### src/rtl/oam_dma_controller_pkg.sv
// ----------------------------------------------------------------------------
// oam_dma_controller_pkg
//   Shared constants, state encoding and the echo-RAM source folding helper
//   for the OAM DMA engine and its byte sequencer.
// ----------------------------------------------------------------------------
package oam_dma_controller_pkg;

    localparam logic [15:0] DMA_REG_ADDR        = 16'hFF46;  // DMA I/O register
    localparam logic [15:0] OAM_BASE            = 16'hFE00;  // sprite attribute table
    localparam logic [7:0]  ECHO_FOLD_THRESH    = 8'hE0;     // first echo-RAM page
    localparam logic [7:0]  IO_PAGE             = 8'hFF;     // I/O + HRAM page, never routed here

    localparam int          DMA_LEN_DEFAULT     = 160;
    localparam logic [15:0] DEST_BASE_DEFAULT   = OAM_BASE;
    localparam int          BYTE_CYCLES_DEFAULT = 4;

    typedef enum logic [1:0] {
        DMA_IDLE  = 2'd0,
        DMA_START = 2'd1,
        DMA_XFER  = 2'd2
    } dma_state_t;

    // Pages 0xE0..0xFF mirror WRAM at 0xC0..0xDF, so fetch from the mirror.
    function automatic logic [7:0] fold_src_hi(input logic [7:0] reg_val);
        return (reg_val >= ECHO_FOLD_THRESH) ? (reg_val - 8'h20) : reg_val;
    endfunction

endpackage

### src/rtl/oam_dma_controller_dma_byte_sequencer.sv
// ----------------------------------------------------------------------------
// dma_byte_sequencer
//   Phase and byte-index counters for the OAM DMA engine. The phase counter
//   walks 0..BYTE_CYCLES-1 inside each byte slot; the index advances at the
//   end of every transfer slot and wraps to 0 after the last byte.
//
// Ports:
//   clk         system clock
//   rst         synchronous active-high reset
//   restart     DMA register written: clear both counters
//   run         engine active (START or XFER): phase counter runs
//   step_index  transfer slots in progress (XFER): index advances per slot
//   phase       position within the current byte slot
//   index       byte index within the transfer
//   slot_end    current cycle is the last phase of a slot
//   last_byte   index is the final byte of the transfer
// ----------------------------------------------------------------------------
module dma_byte_sequencer
    import oam_dma_controller_pkg::*;
#(
    parameter int DMA_LEN     = DMA_LEN_DEFAULT,
    parameter int BYTE_CYCLES = BYTE_CYCLES_DEFAULT
) (
    input  logic                           clk,
    input  logic                           rst,
    input  logic                           restart,
    input  logic                           run,
    input  logic                           step_index,
    output logic [$clog2(BYTE_CYCLES)-1:0] phase,
    output logic [7:0]                     index,
    output logic                           slot_end,
    output logic                           last_byte
);

    localparam int PHASE_W = $clog2(BYTE_CYCLES);

    assign slot_end  = (phase == PHASE_W'(BYTE_CYCLES - 1));
    assign last_byte = (index == 8'(DMA_LEN - 1));

    always_ff @(posedge clk) begin
        if (rst || restart) begin
            phase <= '0;
            index <= '0;
        end else if (run) begin
            if (slot_end) begin
                phase <= '0;
                if (step_index) begin
                    index <= last_byte ? 8'h00 : (index + 8'h01);
                end
            end else begin
                phase <= phase + 1'b1;
            end
        end
    end

endmodule

### src/rtl/oam_dma_controller.sv
// ----------------------------------------------------------------------------
// oam_dma_controller
//   OAM DMA engine plus router-bus arbiter. A write to 0xFF46 copies DMA_LEN
//   bytes from {src_hi, 8'h00} to DEST_BASE, one byte per BYTE_CYCLES slot,
//   after a one-slot START delay. While the engine is active the CPU is cut
//   off from the router; otherwise CPU traffic passes straight through.
//   CPU accesses to 0xFF00..0xFFFF are never forwarded.
//
// Build option:
//   OAM_DMA_BUS_CONFLICT_EN  when defined, CPU reads during START/XFER return
//                            the last byte fetched by the engine instead of
//                            8'hFF.
//
// Ports:
//   I_CLK, I_RESET                 clock, synchronous active-high reset
//   I_IOREG_ADDR/WDATA/WE_L/RE_L   I/O register bus (strobes active low)
//   O_IOREG_RDATA                  dma_reg when 0xFF46 is read, else 8'hFF
//   I_CPU_ADDR/WDATA/WE_L/RE_L     CPU memory request
//   O_CPU_RDATA                    data returned to the CPU
//   O_MEM_ADDR/WDATA/WE_L/RE_L     router request (strobes active low)
//   I_MEM_RDATA                    router read data, one clock after RE_L
//   O_DMA_ACTIVE                   engine owns the router bus
// ----------------------------------------------------------------------------
module oam_dma_controller
    import oam_dma_controller_pkg::*;
#(
    parameter int          DMA_LEN     = DMA_LEN_DEFAULT,
    parameter logic [15:0] DEST_BASE   = DEST_BASE_DEFAULT,
    parameter int          BYTE_CYCLES = BYTE_CYCLES_DEFAULT
) (
    input  logic        I_CLK,
    input  logic        I_RESET,
    input  logic [15:0] I_IOREG_ADDR,
    input  logic [7:0]  I_IOREG_WDATA,
    input  logic        I_IOREG_WE_L,
    input  logic        I_IOREG_RE_L,
    output logic [7:0]  O_IOREG_RDATA,
    input  logic [15:0] I_CPU_ADDR,
    input  logic [7:0]  I_CPU_WDATA,
    input  logic        I_CPU_WE_L,
    input  logic        I_CPU_RE_L,
    output logic [7:0]  O_CPU_RDATA,
    output logic [15:0] O_MEM_ADDR,
    output logic [7:0]  O_MEM_WDATA,
    output logic        O_MEM_WE_L,
    output logic        O_MEM_RE_L,
    input  logic [7:0]  I_MEM_RDATA,
    output logic        O_DMA_ACTIVE
);

    localparam int PHASE_W = $clog2(BYTE_CYCLES);

    dma_state_t          state;
    dma_state_t          state_next;
    logic [7:0]          dma_reg;
    logic [7:0]          dma_byte;
    logic [7:0]          index;
    logic [PHASE_W-1:0]  phase;
    logic                slot_end;
    logic                last_byte;
    logic                reg_write;
    logic                cpu_is_io;
    logic [15:0]         src_addr;
    logic [15:0]         dest_addr;
    logic [7:0]          blocked_rdata;

    assign reg_write = (I_IOREG_ADDR == DMA_REG_ADDR) && !I_IOREG_WE_L;
    assign cpu_is_io = (I_CPU_ADDR[15:8] == IO_PAGE);
    assign src_addr  = {fold_src_hi(dma_reg), index};
    assign dest_addr = DEST_BASE + {8'h00, index};

    assign O_IOREG_RDATA = ((I_IOREG_ADDR == DMA_REG_ADDR) && !I_IOREG_RE_L) ? dma_reg : 8'hFF;

`ifdef OAM_DMA_BUS_CONFLICT_EN
    assign blocked_rdata = dma_byte;
`else
    assign blocked_rdata = 8'hFF;
`endif

    dma_byte_sequencer #(
        .DMA_LEN     (DMA_LEN),
        .BYTE_CYCLES (BYTE_CYCLES)
    ) u_seq (
        .clk        (I_CLK),
        .rst        (I_RESET),
        .restart    (reg_write),
        .run        (state != DMA_IDLE),
        .step_index (state == DMA_XFER),
        .phase      (phase),
        .index      (index),
        .slot_end   (slot_end),
        .last_byte  (last_byte)
    );

    // ---------------------------------------------------------------- state
    // NOTE: every clocked block uses <= so all registers sample the same
    // pre-edge values; a blocking = here would leak this cycle's update into
    // other flops depending on process ordering.
    always_ff @(posedge I_CLK) begin
        if (I_RESET) begin
            state <= DMA_IDLE;
        end else begin
            state <= state_next;
        end
    end

    // ----------------------------------------------------------- next state
    // NOTE: state_next gets a default before the case so no path leaves it
    // unassigned; otherwise always_comb would infer a latch.
    always_comb begin
        state_next = state;
        unique case (state)
            DMA_IDLE:  state_next = DMA_IDLE;
            DMA_START: if (slot_end) state_next = DMA_XFER;
            DMA_XFER:  if (slot_end && last_byte) state_next = DMA_IDLE;
            default:   state_next = DMA_IDLE;
        endcase
        // A register write restarts the engine and wins over finishing.
        if (reg_write) begin
            state_next = DMA_START;
        end
    end

    // ------------------------------------------------------------ registers
    always_ff @(posedge I_CLK) begin
        if (I_RESET) begin
            dma_reg  <= 8'hFF;
            dma_byte <= 8'hFF;
        end else begin
            if (reg_write) begin
                dma_reg <= I_IOREG_WDATA;
            end
            // Router data for the phase-0 read is valid during phase 1.
            if ((state == DMA_XFER) && (phase == PHASE_W'(1))) begin
                dma_byte <= I_MEM_RDATA;
            end
        end
    end

    // -------------------------------------------------------------- outputs
    // Outputs hold their idle values while reset is asserted, so a reset
    // landing mid-transfer issues no further router strobes.
    always_comb begin
        O_MEM_ADDR   = '0;
        O_MEM_WDATA  = '0;
        O_MEM_WE_L   = 1'b1;
        O_MEM_RE_L   = 1'b1;
        O_CPU_RDATA  = 8'hFF;
        O_DMA_ACTIVE = 1'b0;
        if (!I_RESET) begin
            unique case (state)
                DMA_IDLE: begin
                    if (!cpu_is_io) begin
                        O_MEM_ADDR  = I_CPU_ADDR;
                        O_MEM_WDATA = I_CPU_WDATA;
                        O_MEM_WE_L  = I_CPU_WE_L;
                        O_MEM_RE_L  = I_CPU_RE_L;
                        O_CPU_RDATA = I_MEM_RDATA;
                    end
                end
                DMA_START: begin
                    O_DMA_ACTIVE = 1'b1;
                    O_CPU_RDATA  = blocked_rdata;
                end
                DMA_XFER: begin
                    O_DMA_ACTIVE = 1'b1;
                    O_CPU_RDATA  = blocked_rdata;
                    if (phase == PHASE_W'(0)) begin
                        O_MEM_RE_L = 1'b0;
                        O_MEM_ADDR = src_addr;
                    end else if (phase == PHASE_W'(2)) begin
                        O_MEM_WE_L  = 1'b0;
                        O_MEM_ADDR  = dest_addr;
                        O_MEM_WDATA = dma_byte;
                    end
                end
                default: ;
            endcase
        end
    end

endmodule

### config.mk
export PLATFORM = sky130hd
export DESIGN_NAME = oam_dma_controller
export DESIGN_NICKNAME = d
export VERILOG_FILES = /design/src/rtl/oam_dma_controller_pkg.sv /design/src/rtl/oam_dma_controller_dma_byte_sequencer.sv /design/src/rtl/oam_dma_controller.sv
export SDC_FILE = /design/constraint.sdc
export NUM_CORES = 1
export LEC_CHECK = 0
export ABC_AREA = 0
export CORE_ASPECT_RATIO = 0.9
export CORE_MARGIN = 8
export CORE_UTILIZATION = 39
export CTS_CLUSTER_DIAMETER = 60
export DETAILED_ROUTE_END_ITERATION = 6
export PLACE_DENSITY = 0.84
export SETUP_SLACK_MARGIN = 0.15
export SLEW_MARGIN = 20
export SYNTH_ARGS = -nofsm -noshare
export SYNTH_HDL_FRONTEND = slang
export SYNTH_SLANG_ARGS = --single-unit
### constraint.sdc
create_clock -name I_CLK -period 2.37 [get_ports I_CLK]
set_clock_uncertainty 0.2 [all_clocks]
set_input_delay 0.474 -clock I_CLK [delete_from_list [all_inputs] [get_ports I_CLK]]
set_output_delay 0.474 -clock I_CLK [all_outputs]
set_load 0.02 [all_outputs]
After elaboration in Yosys (flattened, before gate mapping)
Index checks and enable logic that the tools add are counted.
W data, S select, Z words.

operators by class
  magnitude comparators = 1
  muxes and demuxes = 32
  reduce and logical (&&, ||, !) cells = 15
  add/sub/neg operators = 4
  eq/ne operators = 12

operators by type and width
  kind                     number
  $mux W8                  10
  $mux W16                 4
  $pmux W16 S2             1
  $eq A16 B16 Y1 const B   1
  $eq A8 B8 Y1 const B     2
  $pmux W8 S2              1
  $add A10 B9 Y11 const A  1
  $mux W1                  10
  $add A8 B1 Y8 const B    1
  $ge A8 B8 Y1 const B     1
  $sub A8 B6 Y8 const B    1
  $eq A2 B2 Y1 const B     3
  $mux W2                  3
  $ne A3 B2 Y1 const B     2
  $eq A2 B1 Y1 const B     2
  $logic_and A1 B1 Y1      4
  $logic_not A2 Y1         2
  $ne A2 B2 Y1 const B     2
  $pmux W1 S2              2
  $pmux W2 S2              1
  $reduce_and A2 Y1        2
  $reduce_or A2 Y1         2
  $reduce_and A3 Y1        1
  $add A2 B1 Y2 const B    1
  other kinds (3)          4

word-level totals
  output and inout bits = 43
  input port bits = 62
  bits in registers = 28
  logic and storage cells = 70

Logic depth before layout (Yosys ltp)
Gate-level depths: netlist of run 1.

  depth after elaboration = 5
  gate-level depth with buffers = 8
  gate-level depth less buffers = 6

Modules after synthesis
Synthesis of run 1 repeated with hierarchy kept, for this count alone.

unflattened totals
  cell total of the unflattened synthesis = 253
  area total of the unflattened synthesis = 1846.8 sq um

by module, submodules not included
  module              times used  cells each  seq. area each (sq um)  area an instance (sq um)
  oam_dma_controller  1           198         360.3                   1363.8
  dma_byte_sequencer  1           55          200.2                   483.0

Worst setup path after synthesis of run 1
No wires, ideal clock.

  kind = reg2out
  start point = register u_seq.phase[0]
  end point = output port O_MEM_ADDR[15]
  stages on the path, launching flop included = 8
  arrival = 1656 ps
  buffers on the path = 1
  setup slack = 40 ps
  required time = 1696 ps
  cell sequence = dfxtp_1 > inv_1 > ha_1 > inv_1 > and3_1 > clkbuf_1 > a41oi_1 > a21oi_1

between the ends
  word-level cells in the longest chain between the ends = 5
  elaborated cells between the ends (all ways) = 6
  those cells by class = eq/ne: 1; mux: 4; reduce/logical: 1

ends and longest elaborated chain
  item                    RTL line                                     text
  from (decl)             oam_dma_controller_dma_byte_sequencer.sv:29  output logic [$clog2(BYTE_CYCLES)-1:0] phase,
  from (signal assigned)  oam_dma_controller_dma_byte_sequencer.sv:51  phase <= phase + 1'b1;
  $eq A2 B2 Y1            oam_dma_controller.sv:171                    end else if (phase == PHASE_W'(2)) begin
  $mux W16                oam_dma_controller.sv:171
  $mux W16 *              oam_dma_controller.sv:168                    if (phase == PHASE_W'(0)) begin
  $pmux W16 S2 *          oam_dma_controller.sv:151                    unique case (state)
  $mux W16 *              oam_dma_controller.sv:150                    if (!I_RESET) begin
  to (decl)               oam_dma_controller.sv:43                     output logic [15:0] O_MEM_ADDR,

Mark *: on every way between the ends. The rest lies on a longest branch, timed or not.

Final worst setup path of run 1
  start point = input port I_IOREG_ADDR[4]
  end point = register dma_reg[5]

between the ends
  word-level cells in the longest chain between the ends = 2

ends and longest elaborated chain
  item                  RTL line                   text
  from (decl)           oam_dma_controller.sv:33   input logic [15:0] I_IOREG_ADDR,
  $eq A16 B16 Y1        oam_dma_controller.sv:67   assign reg_write = (I_IOREG_ADDR == DMA_REG_ADDR) && !I_IOREG_WE_L;
  $logic_and A1 B1 Y1   oam_dma_controller.sv:67
  to (signal assigned)  oam_dma_controller.sv:127  dma_reg <= 8'hFF;
  to (signal assigned)  oam_dma_controller.sv:131  dma_reg <= I_IOREG_WDATA;
  to (decl)             oam_dma_controller.sv:55   logic [7:0] dma_reg;

Every way passes these cells.
A chain may end at the register's enable or synchronous reset.

==> results.txt, run 1 <==
- After the first detailed-routing iteration, the DRC count stood at between 100 and 150.
- For the pin with the worst max-slew slack, the measured transition is between 0.5 and 0.6 ns.
- Once detail routing completed, the nets flagged for antenna violations numbered 0.
* Source-to-sink clock delay at the later pin of the worst-skew pair: roughly 0.28 ns
* Crit. Startpoint: I_IOREG_ADDR[4]
- Leading cell type in the layout, fill and taps excluded: sky130_fd_sc_hd__buf_4
- Area Overhead vs Synth: 105%
- Port Buffer Count: approximately 100
- Setup repair after global routing could not meet its margin everywhere.
- Minimum clock period: 2.52 ns
* Routed wire length per instance: around 21 um
- Total routing resource utilization after global routing: a little under a quarter
- Final count of pins violating max slew: 0
- Standby leakage power: between 0.0015 and 0.002 uW
* Number of primary I/O pins: ~110
- Total global routing overflow: 0
- STA classifies the critical path endpoint as a flop.
* Synth Cell Area: roughly 0.0019 mm2
- Count of vias placed by the detailed router: about 2700
- IR Drop Worst-Case VDD: 0.000392 V
* Die extent in x: between 80 and 90 um
* Global-route wire length before repair: between 10000 and 15000 um
- Flop2flop setup slack: roughly 0.24 ns
- Total of flip-flops plus latches after synthesis: 28
* Commonest cells after routing, fill and taps aside: 53 x sky130_fd_sc_hd__buf_4, 41 x sky130_fd_sc_hd__buf_6, 36 x sky130_fd_sc_hd__clkdlybuf4s50_1, 30 x sky130_fd_sc_hd__nor2_1, 24 x sky130_fd_sc_hd__dfxtp_1
* Average footprint of a synthesized cell: around 7.8 um2
* Vias per Instance: roughly 5.8
- Non-Filler Cell Area, Final: just under 0.004 mm2
- The worst pin sits at a relative slew slack of 66.2%.
- Setup violations remaining at the end of the flow were counted as 12.
* Placed cell areas: between 0.003 and 0.004 mm2
- Number of cell instances on the worst register-to-register path: 5
- Count of warnings emitted by yosys: 0
- Placement Rows: 24
- The number of nets in the synthesized netlist is ~320.
- Clk Tree Root Cell: sky130_fd_sc_hd__clkbuf_8
- Pin count of the biggest net entering global routing: 28
- In this run, distinct cell masters in the synthesized netlist total 38.
- The die covers around 0.0074 mm2.
- Number of fill cells in the layout: 267
- In the post-route analysis, the smallest setup slack over all paths is -0.149 ns.
- The worst register-to-register path begins at u_seq.index[0].
- The worst setup path is of the in2reg kind.
- In the synthesized netlist, the number of instances is ~250.
- Clock sink total: 28
- Crit Path Max Fanout: 2
- Final-layout worst hold slack: about 0.3 ns
- Portion of the post-synthesis area used by sequential elements: between 20 and 30%
* R2r endpoint: state[1]
- Dominant synthesized flop cell: sky130_fd_sc_hd__dfxtp_1
- Number of global-route vias before repair: 2722
- The final hold violation count was 0.
- Sum of net half-perimeters after detailed placement: ~5800 um
- FFs w/ async S/R, synth: 0%
- Iteration count of the initial detailed-routing pass: 4
- Post-CTS clock slew at the launch and capture registers of the worst setup and hold paths: around 0.11 ns
- The worst hold path belongs to the class reg2reg.
- TritonCTS built the clock tree.
* Post-cts hold buffer count: 0
- Cts bufs inserted: 3
* Post-layout utilization of the core: roughly four fifths
* Reported max-cap violation count: 0
- Overall power after layout: around 1200 uW
- The floorplan step defined a core boundary enclosing 0.00477 mm2.
* Count of flip-flops with a built-in enable after synthesis: 0
- STA classifies the critical path startpoint as an input pin.
* Drt drc: 0
- The flow ran to the end, but the final reports show violations.
- Violated checks: negative setup slack
- Wires add up to 9780 um.
* Layout cells sized above 1: between 40 and 50%
- Number of H-tree branching levels: 1
- Achievable Freq: roughly 400 MHz
- The critical path ends at dma_reg[5].
* Die Y: about 82 um
* Data arrival time of the worst path: roughly 2.5 ns
* Final net count: 470
- Initial Utilization: about 40%
- The number of antenna violations at the first check in global routing was 1.
- After layout, the worst path uses 106% of the clock period.
- At the worst endpoint, the required time is about 2.4 ns.
* Routability congestion estimate from global placement: a little under 0.9
- Pwr dens: 300 mW/mm2
- Maximum buffer depth of the clock tree: 2
## synth_stat cells, types with 2 or more instances
cell	number	area share (%)
sky130_fd_sc_hd__nand3_1	5	1.3
sky130_fd_sc_hd__nand2b_1	3	0.98
sky130_fd_sc_hd__xnor2_1	4	1.8
sky130_fd_sc_hd__a21oi_1	16	4.2
sky130_fd_sc_hd__and3_1	16	5.2
sky130_fd_sc_hd__o21a_1	2	0.79
sky130_fd_sc_hd__ha_1	10	6.6
sky130_fd_sc_hd__inv_1	9	1.8
sky130_fd_sc_hd__nor2b_1	2	0.66
sky130_fd_sc_hd__o21ai_0	9	2.4
sky130_fd_sc_hd__mux2i_1	2	1.0
sky130_fd_sc_hd__dfxtp_1	28	29
sky130_fd_sc_hd__xor2_1	2	0.92
sky130_fd_sc_hd__a22oi_1	16	6.3
sky130_fd_sc_hd__buf_2	5	1.3
sky130_fd_sc_hd__nor2_1	31	6.1
sky130_fd_sc_hd__nor3_1	5	1.3
sky130_fd_sc_hd__nand2_1	18	3.5
sky130_fd_sc_hd__or2_1	6	2.0
sky130_fd_sc_hd__a31oi_1	2	0.66
sky130_fd_sc_hd__nand4_1	4	1.3
sky130_fd_sc_hd__nor4_1	3	0.98
sky130_fd_sc_hd__clkbuf_1	8	1.6
sky130_fd_sc_hd__a211o_1	17	7.8
sky130_fd_sc_hd__or3_1	9	2.9
## cells by family after synthesis
group | count (synthesis) | synth area share [%]
AND/OR/NAND/NOR | 110 | 31.3
AO/OA/AOI/OAI | 66 | 24.0
flip-flops | 28 | 29.4
buffers and inverters | 23 | 5.05
adder cells (fa/ha/maj) | 10 | 6.55
XOR/XNOR | 6 | 2.75
multiplexers | 2 | 1.05
## final cells by class
type / instances / area, um2 / area share [%]
clock buffers: 3 / 41.3 / 1.06
well taps: 65 / 81.3 / 2.08
inverters: 9 / 38.8 / 0.991
clock inverters: 1 / 30.0 / 0.768
repair buffers: 162 / 1560 / 39.8
multi-input cells: 194 / 1590 / 40.7
diodes: 1 / 2.50 / 0.0640
flip-flops and latches: 28 / 568 / 14.5
## per-layer routing
metal,track usage [%],vias up,wire length (um)
li1,-,1199,-
met1,22.9,1309,3620
met2,44.2,141,5090
met3,6.32,37,642
met4,10.6,0,424
met5,0,-,0
## what timing repair did
item,CTS,global route
buffers inserted,15,5
setup endpoints to repair,43,44
resized for setup,363,36
gates cloned,3,0
pin swaps,62,28
## metrics by stage
stage | setup WS [ns] | setup TNS (ns) | instances
6_report | -0.149 | -1.10 | 463
5_1_grt | -0.189 | -2.03 | 463
4_1_cts | -0.113 | -0.621 | 457
3_5_place_dp | -0.847 | -28.31 | 435
3_3_place_gp | -0.788 | -26.39 | 435
2_1_floorplan | 0.155 | 0 | 245
## worst min-delay path by stage
stage	startpoint	to	slack, ns	cells past startpoint
6_report	dma_byte[4]	dma_byte[4]	0.30	1
5_1_grt	dma_byte[0]	dma_byte[0]	0.31	1
4_1_cts	dma_byte[0]	dma_byte[0]	0.30	1
3_5_place_dp	dma_byte[0]	dma_byte[0]	0.25	1
3_3_place_gp	dma_byte[5]	dma_byte[5]	0.25	1
2_1_floorplan	dma_byte[0]	dma_byte[0]	0.24	1
## critical path, stage by stage
cell and delay (ns):
sky130_fd_sc_hd__buf_6 0.10, sky130_fd_sc_hd__nor4b_4 0.30, sky130_fd_sc_hd__nand3_2 0.14, sky130_fd_sc_hd__buf_4 0.15, sky130_fd_sc_hd__buf_6 0.11, sky130_fd_sc_hd__buf_6 0.11
sky130_fd_sc_hd__buf_6 0.10, sky130_fd_sc_hd__buf_4 0.12, sky130_fd_sc_hd__buf_4 0.12, sky130_fd_sc_hd__buf_6 0.10, sky130_fd_sc_hd__buf_6 0.10, sky130_fd_sc_hd__buf_6 0.10
sky130_fd_sc_hd__buf_6 0.10, sky130_fd_sc_hd__nor3_4 0.22, sky130_fd_sc_hd__a211o_1 0.19
## power breakdown
group / leakage (uW) / internal [uW] / switching, uW
Sequential: 0.000228 / 469 / 0.00232
Combinational: 0.00143 / 181 / 134
Clock: 0.0000357 / 227 / 165
Total: 0.00170 / 877 / 299
(Power assumes the default switching activity.)
==> inputs of run 2 (changes only) <==
- HOLD_SLACK_MARGIN: unset -> 0.15
==> results of run 2 <==
Same layout as run 1: the final DEF is identical, and so are final timing and power.
